[config.mk]
export PLATFORM = sky130hd
export DESIGN_NAME = stable_word_capture_flat
export DESIGN_NICKNAME = d
export VERILOG_FILES = /design/src/rtl/stable_word_capture_pkg.sv /design/src/rtl/stable_word_capture_if.sv /design/src/rtl/stable_word_capture_fifo.sv /design/src/rtl/stable_word_capture.sv /design/src/flat_wrapper.sv
export SDC_FILE = /design/constraint.sdc
export NUM_CORES = 1
export LEC_CHECK = 0
export ABC_CLOCK_PERIOD_IN_PS = 7000
export BUFFER_PORTS_ARGS = -buffer_cell sky130_fd_sc_hd__buf_2
export CAP_MARGIN = 20
export CORE_ASPECT_RATIO = 1.4
export CORE_MARGIN = 5
export CORE_UTILIZATION = 62
export CTS_BUF_LIST = sky130_fd_sc_hd__clkbuf_4
export CTS_CLUSTER_DIAMETER = 80
export CTS_CLUSTER_SIZE = 40
export DETAILED_ROUTE_END_ITERATION = 12
export PLACE_DENSITY = 0.82
export SYNTH_ARGS = -nofsm -noshare
export SYNTH_HDL_FRONTEND = slang
export SYNTH_SLANG_ARGS = --single-unit
[constraint.sdc]
create_clock -name clk -period 7 [get_ports clk]
set_input_delay 0.7 -clock clk [delete_from_list [all_inputs] [get_ports clk]]
set_output_delay 0.7 -clock clk [all_outputs]
set_load 0.005 [all_outputs]
[src/rtl/stable_word_capture_pkg.sv]
// Shared defaults and width helpers for the stable word capture stage.
package stable_word_capture_pkg;
    localparam int DEF_DATA_WIDTH    = 32;
    localparam int DEF_STABLE_CYCLES = 2;
    localparam int DEF_FIFO_DEPTH    = 4;

    // Counter must hold 0..stable inclusive.
    function automatic int cnt_width(input int stable);
        return $clog2(stable + 1);
    endfunction
endpackage

[src/rtl/stable_word_capture_if.sv]
// Bus between the crossed-data producer/consumer and the capture stage.
interface stable_word_capture_if
    import stable_word_capture_pkg::*;
#(
    parameter int DATA_WIDTH = DEF_DATA_WIDTH,
    parameter int FIFO_DEPTH = DEF_FIFO_DEPTH
);
    localparam int AW = $clog2(FIFO_DEPTH);

    logic [DATA_WIDTH-1:0] data_in;
    logic [DATA_WIDTH-1:0] out_data;
    logic                  out_valid;
    logic                  out_ready;
    logic [AW:0]           fill_level;
    logic                  overflow;

    modport master (output data_in, output out_ready,
                    input out_data, input out_valid, input fill_level, input overflow);
    modport slave  (input data_in, input out_ready,
                    output out_data, output out_valid, output fill_level, output overflow);
endinterface

[src/rtl/stable_word_capture_fifo.sv]
// Show-ahead single-clock FIFO: head word is presented combinationally.
// Writes when full are ignored unless a read frees a slot in the same cycle.
module sync_fifo_sa #(
    parameter int DATA_WIDTH = 32,
    parameter int FIFO_DEPTH = 4
) (
    input  logic                  clk,
    input  logic                  rst,
    input  logic                  wr_en,
    input  logic [DATA_WIDTH-1:0] wr_data,
    input  logic                  rd_en,
    output logic [DATA_WIDTH-1:0] rd_data,
    output logic                  full,
    output logic                  empty,
    output logic [$clog2(FIFO_DEPTH):0] level
);
    localparam int AW = $clog2(FIFO_DEPTH);

    logic [DATA_WIDTH-1:0] r_mem [FIFO_DEPTH];
    logic [AW-1:0]         r_wr_ptr;
    logic [AW-1:0]         r_rd_ptr;
    logic [AW:0]           r_level;
    logic                  w_wr;
    logic                  w_rd;

    assign empty   = (r_level == '0);
    assign full    = (r_level == (AW+1)'(FIFO_DEPTH));
    assign level   = r_level;
    assign rd_data = r_mem[r_rd_ptr];
    assign w_rd    = rd_en && !empty;
    assign w_wr    = wr_en && (!full || w_rd);

    always_ff @(posedge clk or posedge rst) begin
        if (rst) begin
            for (int i = 0; i < FIFO_DEPTH; i++) r_mem[i] <= '0;
            r_wr_ptr <= '0;
            r_rd_ptr <= '0;
            r_level  <= '0;
        end else begin
            if (w_wr) begin
                r_mem[r_wr_ptr] <= wr_data;
                r_wr_ptr        <= r_wr_ptr + AW'(1);
            end
            if (w_rd) r_rd_ptr <= r_rd_ptr + AW'(1);
            case ({w_wr, w_rd})
                2'b10:   r_level <= r_level + (AW+1)'(1);
                2'b01:   r_level <= r_level - (AW+1)'(1);
                default: r_level <= r_level;
            endcase
        end
    end
endmodule

[src/rtl/stable_word_capture.sv]
// Turns a free-running crossed bus into one transaction per stable change,
// buffered in a show-ahead FIFO with a sticky overflow flag.
module stable_word_capture
    import stable_word_capture_pkg::*;
#(
    parameter int DATA_WIDTH    = DEF_DATA_WIDTH,
    parameter int STABLE_CYCLES = DEF_STABLE_CYCLES,
    parameter int FIFO_DEPTH    = DEF_FIFO_DEPTH
) (
    input  logic clk,
    input  logic rst,
    stable_word_capture_if.slave bus
);
    localparam int CW = cnt_width(STABLE_CYCLES);

    logic [DATA_WIDTH-1:0] r_cand;
    logic [DATA_WIDTH-1:0] r_last;
    logic [CW-1:0]         r_cnt;
    logic                  r_have_last;
    logic                  r_overflow;
    logic                  w_same;
    logic                  w_accept;
    logic                  w_repeat;
    logic                  w_new;
    logic                  w_pop;
    logic                  w_push;
    logic                  w_full;
    logic                  w_empty;

    assign w_same   = (bus.data_in == r_cand);
    assign w_accept = w_same && (r_cnt == CW'(STABLE_CYCLES - 1));
    assign w_repeat = r_have_last && (r_cand == r_last);
    assign w_new    = w_accept && !w_repeat;
    assign w_pop    = bus.out_valid && bus.out_ready;
    assign w_push   = w_new && (!w_full || w_pop);

    always_ff @(posedge clk or posedge rst) begin
        if (rst) begin
            r_cand      <= '0;
            r_cnt       <= '0;
            r_last      <= '0;
            r_have_last <= 1'b0;
            r_overflow  <= 1'b0;
        end else begin
            if (!w_same) begin
                r_cand <= bus.data_in;
                r_cnt  <= '0;
            end else if (r_cnt < CW'(STABLE_CYCLES)) begin
                r_cnt <= r_cnt + CW'(1);
            end
            // A dropped word still becomes "last" so it is not re-offered later.
            if (w_new) begin
                r_last      <= r_cand;
                r_have_last <= 1'b1;
            end
            if (w_new && w_full && !w_pop) r_overflow <= 1'b1;
        end
    end

    sync_fifo_sa #(
        .DATA_WIDTH (DATA_WIDTH),
        .FIFO_DEPTH (FIFO_DEPTH)
    ) u_fifo (
        .clk     (clk),
        .rst     (rst),
        .wr_en   (w_push),
        .wr_data (r_cand),
        .rd_en   (w_pop),
        .rd_data (bus.out_data),
        .full    (w_full),
        .empty   (w_empty),
        .level   (bus.fill_level)
    );

    assign bus.out_valid = !w_empty;
    assign bus.overflow  = r_overflow;
endmodule
[src/flat_wrapper.sv]
// flat-port wrapper written by rule: the top's interface ports become plain ports
module stable_word_capture_flat import stable_word_capture_pkg::*;
#(
    parameter int DATA_WIDTH    = DEF_DATA_WIDTH,
    parameter int STABLE_CYCLES = DEF_STABLE_CYCLES,
    parameter int FIFO_DEPTH    = DEF_FIFO_DEPTH
)
  (clk, rst, bus_data_in, bus_out_ready, bus_out_data, bus_out_valid, bus_fill_level, bus_overflow);
  stable_word_capture_if #(.DATA_WIDTH(DATA_WIDTH), .FIFO_DEPTH(FIFO_DEPTH)) bus_i ();
  input  logic clk;
  input  logic rst;
  input wire logic [$bits(bus_i.data_in)-1:0] bus_data_in;
  input wire logic [$bits(bus_i.out_ready)-1:0] bus_out_ready;
  output wire logic [$bits(bus_i.out_data)-1:0] bus_out_data;
  output wire logic [$bits(bus_i.out_valid)-1:0] bus_out_valid;
  output wire logic [$bits(bus_i.fill_level)-1:0] bus_fill_level;
  output wire logic [$bits(bus_i.overflow)-1:0] bus_overflow;
  assign bus_i.data_in = bus_data_in;
  assign bus_i.out_ready = bus_out_ready;
  assign bus_out_data = bus_i.out_data;
  assign bus_out_valid = bus_i.out_valid;
  assign bus_fill_level = bus_i.fill_level;
  assign bus_overflow = bus_i.overflow;
  stable_word_capture #(.DATA_WIDTH(DATA_WIDTH), .STABLE_CYCLES(STABLE_CYCLES), .FIFO_DEPTH(FIFO_DEPTH)) u_core (.clk(clk), .rst(rst), .bus(bus_i));
endmodule
* Word-level counts from Yosys, hierarchy flattened
Index checks and enable logic that the tools add are counted.
** Operators by class
- Reductions and logical operators :: 18
- $add $sub $neg :: 5
- Eq/ne operators :: 7
- Multiplexer cells :: 9
- $lt $le $gt $ge :: 4
- Bitwise logic cells :: 2
** Operators with widths (count)
- bitwise mux 128 bit :: 1
- 2-to-1 mux 32 bit :: 3
- binary-select mux 32 bit (select 2 bit) :: 1
- demux 32 bit (select 2 bit) :: 1
- == test 32 bit :: 2
- logical AND 1 bit :: 10
- adder 2 x 1 -> 2 bit (second input constant) :: 3
- >= comparator 3 bit (second input constant) :: 2
- NOT 2 -> 3 bit :: 2
- case mux 3 bit (2 select lines) :: 1
- == test 2 x 1 -> 1 bit (second input constant) :: 2
- zero test 1 bit :: 4
- 2-to-1 mux 2 bit :: 2
- adder 3 x 1 -> 3 bit (second input constant) :: 1
- == test 3 bit (second input constant) :: 1
- zero test 3 bit :: 1
- less-than comparator 3 x 1 -> 1 bit (second input constant) :: 1
- subtractor 3 x 1 -> 3 bit (second input constant) :: 1
- == test 2 bit (second input constant) :: 1
- logical OR 1 bit :: 2
- less-than comparator 2 bit (second input constant) :: 1
- inequality test 2 bit (second input constant) :: 1
- nonzero test 2 bit :: 1
** Word-level totals
- Bits in registers :: 203
- Output and inout bits :: 37
- Logic and storage cells :: 57
- Bits of input ports :: 35

* Depth between registers and ports, before layout
- Depth in word-level cells :: 8
- Depth in mapped cells :: 13
- Mapped depth without buffers :: 11

* Modules after synthesis
A second synthesis with hierarchy kept.
** Second synthesis, totals
- Cells, all modules :: 603
- Area, all modules :: 9188.8 um2
** Modules (own cells, without submodules)
- sync_fifo_sa :: sequential area each 3378.2 um2, cells an instance 350, area an instance 5977.0 um2, instances 1
- stable_word_capture :: sequential area each 1701.6 um2, cells an instance 253, area an instance 3211.8 um2, instances 1

* Worst setup path after synthesis
Ideal clock, no wire load.
- Path type :: input to register
- Start :: input port bus_out_ready
- End :: register u_core.u_fifo.r_level[2], in the netlist u_core.u_fifo.level[2]
- Data arrival time :: 2.414 ns
- Buffers on the path :: 0
- Required time :: 6.921 ns
- Library setup time :: 0.079 ns
- Setup slack :: 4.506 ns
- Stages :: 8
- Path through :: or4b_2 -> nand4_1 -> ha_1 -> inv_1 -> fa_1 -> xor2_1 -> nor2_1 -> xor2_1
** Between the ends
- Cells in the longest elaborated chain, start to end :: 6
- Elaborated cells between the ends (all ways) :: 10
- Those cells by class :: 2 x eq/ne; 1 x mux; 7 x reduce/logical
** Ends and longest elaborated chain
- start: declaration :: line flat_wrapper.sv:13 : input wire logic [$bits(bus_i.out_ready)-1:0] bus_out_ready;
- logical AND 1 bit * :: line stable_word_capture.sv:34 : assign w_pop = bus.out_valid && bus.out_ready;
- logical OR 1 bit / logical AND 1 bit (equally long branches) :: line stable_word_capture.sv:35, stable_word_capture_fifo.sv:30
- logical AND 1 bit / logical OR 1 bit (equally long branches) :: line stable_word_capture.sv:35, stable_word_capture_fifo.sv:31
- logical AND 1 bit :: line stable_word_capture_fifo.sv:31 : assign w_wr = wr_en && (!full || w_rd);
- == test 2 x 1 -> 1 bit / == test 2 bit (equally long branches) :: line stable_word_capture_fifo.sv:45 : case ({w_wr, w_rd})
- case mux 3 bit (2 select lines) / nonzero test 2 bit (equally long branches)
- end signal: assignment :: line stable_word_capture_fifo.sv:46 : 2'b10: r_level <= r_level + (AW+1)'(1);
- end signal: assignment :: line stable_word_capture_fifo.sv:47 : 2'b01: r_level <= r_level - (AW+1)'(1);
- end signal: assignment :: line stable_word_capture_fifo.sv:48 : default: r_level <= r_level;
- end: declaration :: line stable_word_capture_fifo.sv:22 : logic [AW:0] r_level;
Every way passes the cells marked *; elsewhere a longest branch is shown, timed or not.
A chain may end at the register's enable or synchronous reset.

* Final worst setup path
- Start :: register u_core.r_cand[13]
- End :: register u_core.u_fifo.r_mem[49] in the netlist's numbering
** Between the ends
- Cells in the longest elaborated chain, start to end :: 6
- Elaborated cells between the ends (all ways) :: 8
- Those cells by class :: 2 x eq/ne; 6 x reduce/logical
** Ends and longest elaborated chain
- start: declaration :: line stable_word_capture.sv:16 : logic [DATA_WIDTH-1:0] r_cand;
- start signal: assignment :: line stable_word_capture.sv:46 : r_cand <= bus.data_in;
- == test 32 bit :: line stable_word_capture.sv:32 : assign w_repeat = r_have_last && (r_cand == r_last);
- logical AND 1 bit :: line stable_word_capture.sv:32
- zero test 1 bit :: line stable_word_capture.sv:33 : assign w_new = w_accept && !w_repeat;
- logical AND 1 bit * :: line stable_word_capture.sv:33
- logical AND 1 bit * :: line stable_word_capture.sv:35 : assign w_push = w_new && (!w_full || w_pop);
- logical AND 1 bit * :: line stable_word_capture_fifo.sv:31
- end signal: indexed assignment :: line stable_word_capture_fifo.sv:41 : r_mem[r_wr_ptr] <= wr_data;
- end: declaration :: line stable_word_capture_fifo.sv:19 : logic [DATA_WIDTH-1:0] r_mem [FIFO_DEPTH];
Marked as above.

==> impl_metrics.yaml <==
placement:
  place_inst: 819
  gp_congestion: 0.8336
  pre_cts_ws_ns: 3.217
  hpwl_mm: 13.42
  io_buffers: 71
setup_path:
  crit_type: "flip-flop to flip-flop"
  crit_chain: "xnor2_1 > nand4_1 > nor4_1 > and2_1 > and4_2 > buf_4 > mux2_4"
  start_kind: "flip-flop"
  arrival_ns: 4.08
  setup.worst_path.start: "u_core.r_cand[13]"
  crit_path_end_kind: "flip-flop"
  reg2reg_from: "u_core.r_cand[13]"
  required_ns: 7.54
  worst-path-buf-inv: 1
  crit_path_top_delay_cell: "and4_2"
  cpPeakStageDelay_ns: 0.62
  critPathTopFamily: "simple AND/OR/NAND/NOR gates"
  crit_fanout: 21
power:
  p_int_mw: 1.480
  p_per_area_nw_per_um2: 207.6
  ir_drop_mv: 0.1627
  p_sw_uw: 556.9
  combPwrFrac_pct: 14.6
  power_frac_seq_pct: 62.2
  switching_share_pct: 27.34
  clkPwrFrac_pct: 23.2
  power.leakage_nw: 4.803
layout:
  fin_cells: 833
  final_cell_mix: "202 x dfrtp_1, 74 x mux2_1, 71 x buf_2"
  drive_gt1_share_pct: 33.59
  fin_nets: 680
  syn2layout_area_growth_pct: 3.745
  layout_commonest_cell: "dfrtp_1"
  final_core_util_pct: 65.45
synthesis:
  ys_ff_latch: 203
  netlist_area_um2: 9455
  synth.distinct_cells: 38
  synthesis.nets: 679
  synth_seq_area_share_pct: 53.73
  post_synth.cell_area_avg_um2: 14.84
  ys_warn_count: 0
  synth_cells: 637
detailed_routing:
  drt-total-wl_mm: 19.06
  antenna_left: 0
  vias: 4930
  avgRoutedWirePerCell_um: 22.88
  vias_per_cell: 5.918
  drtIter0Drc: 363
  drt_first_pass_iters: 4
  drc: 0
grt:
  grt_use_met3_pct: 2.057
  use_met1_pct: 30.57
  grt_usage_pct: 22.25
  grt_pass1_wl_mm: 30.72
  grt_pass1_vias: 5385
  grt_max_degree: 141
  grt_busiest_layer: "met2"
  antenna_found_initial: 1
  grtUsageMet2_pct: 39.14
  grt_overflow: 0
run:
  max-cap-violations: 0
min_path:
  hp-start: "bus_data_in[2]"
  hold_path.class: "primary input to flip-flop"
clock_network:
  clk_pin_slew_ns: 0.38
  insertion_delay_ns: 0.69
  cts_sinks: 203
  cts-resized-gates: 0
  cts_buffers: 9
  cts-root-buf: "clkbuf_4"
  cts_hold_buf: 0
  cts_setup_buffers: 0
  cts_tree: "built"
  htreeDepth: 1
  cts_max_path_buffers: 3
die:
  die-width_um: 114.4
  initial_core_util_pct: 63.09
  die_h_um: 156.1
  dieArea_um2: 17860
  core-area_um2: 14990
  row_count: 53
  io_pins: 72
timing:
  grt_setup_unrepaired: "no"
  tns_ns: 0
  tightest_slew_ns: 0.9478
  finalHoldWorstSlack_ns: 0.08797
  setup_violations: 0
  fin_crit_sh_pct: 50.60
  fmax_ghz: 0.2823
  hold_viol_final: 0
  fin_skew_ns: 0.08501
  setup_ws_ns: 3.458
  slew_violations: 0
  slew-limit-headroom_pct: 36.74
  layout_min_cycle_time_ns: 3.542
outcome:
  status: "finished clean"
[synthesized netlist by cell type, drive strengths merged]
library cell	count	area, um^2
and2	2	12.51
and4	2	17.52
nand2	4	15.01
nand3	5	30.03
nor4	5	31.28
buf	35	246.5
nor3	2	10.01
o21bai	1	7.510
inv	12	45.04
mux4	32	720.7
xnor2	64	560.5
nor2	3	11.26
ha	6	75.07
clkbuf	53	200.2
mux2i	3	30.03
nand4bb	1	11.26
o221ai	1	8.760
xor2	6	52.55
a21boi	1	7.510
or3	1	6.260
dfrtp	203	5080
mux2	159	2016
o2111ai	2	17.52
or4b	1	10.01
nand4	21	143.9
fa	1	20.02
and3	1	6.260
nand2b	9	56.30
a31oi	1	6.260
[power groups by stage]
| stage | Combinational, mW | Sequential [mW] | Clock, mW |
|---|---|---|---|
| 6_report | 0.297 | 1.27 | 0.473 |
| 5_1_grt | 0.323 | 1.28 | 0.521 |
| 4_1_cts | 0.305 | 1.27 | 0.482 |
| 3_5_place_dp | 0.302 | 1.29 | 0 |
| 3_3_place_gp | 0.292 | 1.28 | 0 |
| 2_1_floorplan | 0.263 | 1.23 | 0 |
[metal layers]
metal,vias up,share of wire [%]
li1,2192,-
met1,2629,43
met2,93,52
met3,16,3.5
met4,0,1.1
met5,-,0
[stage by stage]
| step | area (um^2) | total power [mW] |
|---|---|---|
| after floorplan | 9455 | 1.496 |
| after global placement | 9668 | 1.577 |
| after detailed placement | 9668 | 1.590 |
| after CTS | 9807 | 2.057 |
| after global routing | 9809 | 2.122 |
| final | 9809 | 2.036 |
[sequential cells by signal (all words and copies together), names as in the netlist]
signal	count
u_core.u_fifo.r_mem	128
u_core.r_cand	32
u_core.r_last	32
u_core.u_fifo.level	3
u_core.r_cnt	2
u_core.u_fifo.r_rd_ptr	2
u_core.u_fifo.r_wr_ptr	2
u_core.bus.overflow	1
u_core.r_have_last	1
[final cells by class]
| type | count | area (um^2) |
|---|---|---|
| multi-input cells | 334 | 3886 |
| fillers | 1120 | 5177 |
| well taps | 192 | 240.2 |
| clock inverters | 3 | 63.81 |
| flip-flops and latches | 203 | 5081 |
| clock buffers | 10 | 75.07 |
| repair buffers | 78 | 407.9 |
| inverters | 12 | 52.55 |
| diodes | 1 | 2.502 |
[worst paths after layout]
kind	end	slack (ns)	depth (start not counted)
max	u_core.u_fifo.r_mem[49]	3.46	7
min	u_core.r_cand[2]	0.09	1
max reg2reg	u_core.u_fifo.r_mem[49]	3.46	7
min reg2reg	u_core.u_fifo.level[2]	0.51	1
max in group asynchronous	u_core.u_fifo.r_rd_ptr[0]	5.51	3
min in group asynchronous	u_core.r_cand[15]	0.19	2
[kinds of logic after synthesis]
kind of cell	after synthesis	share of synthesized area, %
flops	203	53.73
mux	194	29.26
buf+inv	100	5.200
xor+xnor	70	6.484
simple gates	57	3.824
fa+ha+maj	7	1.006
compound gates	6	0.5030
Note: power is estimated with default switching activity, not from simulation.
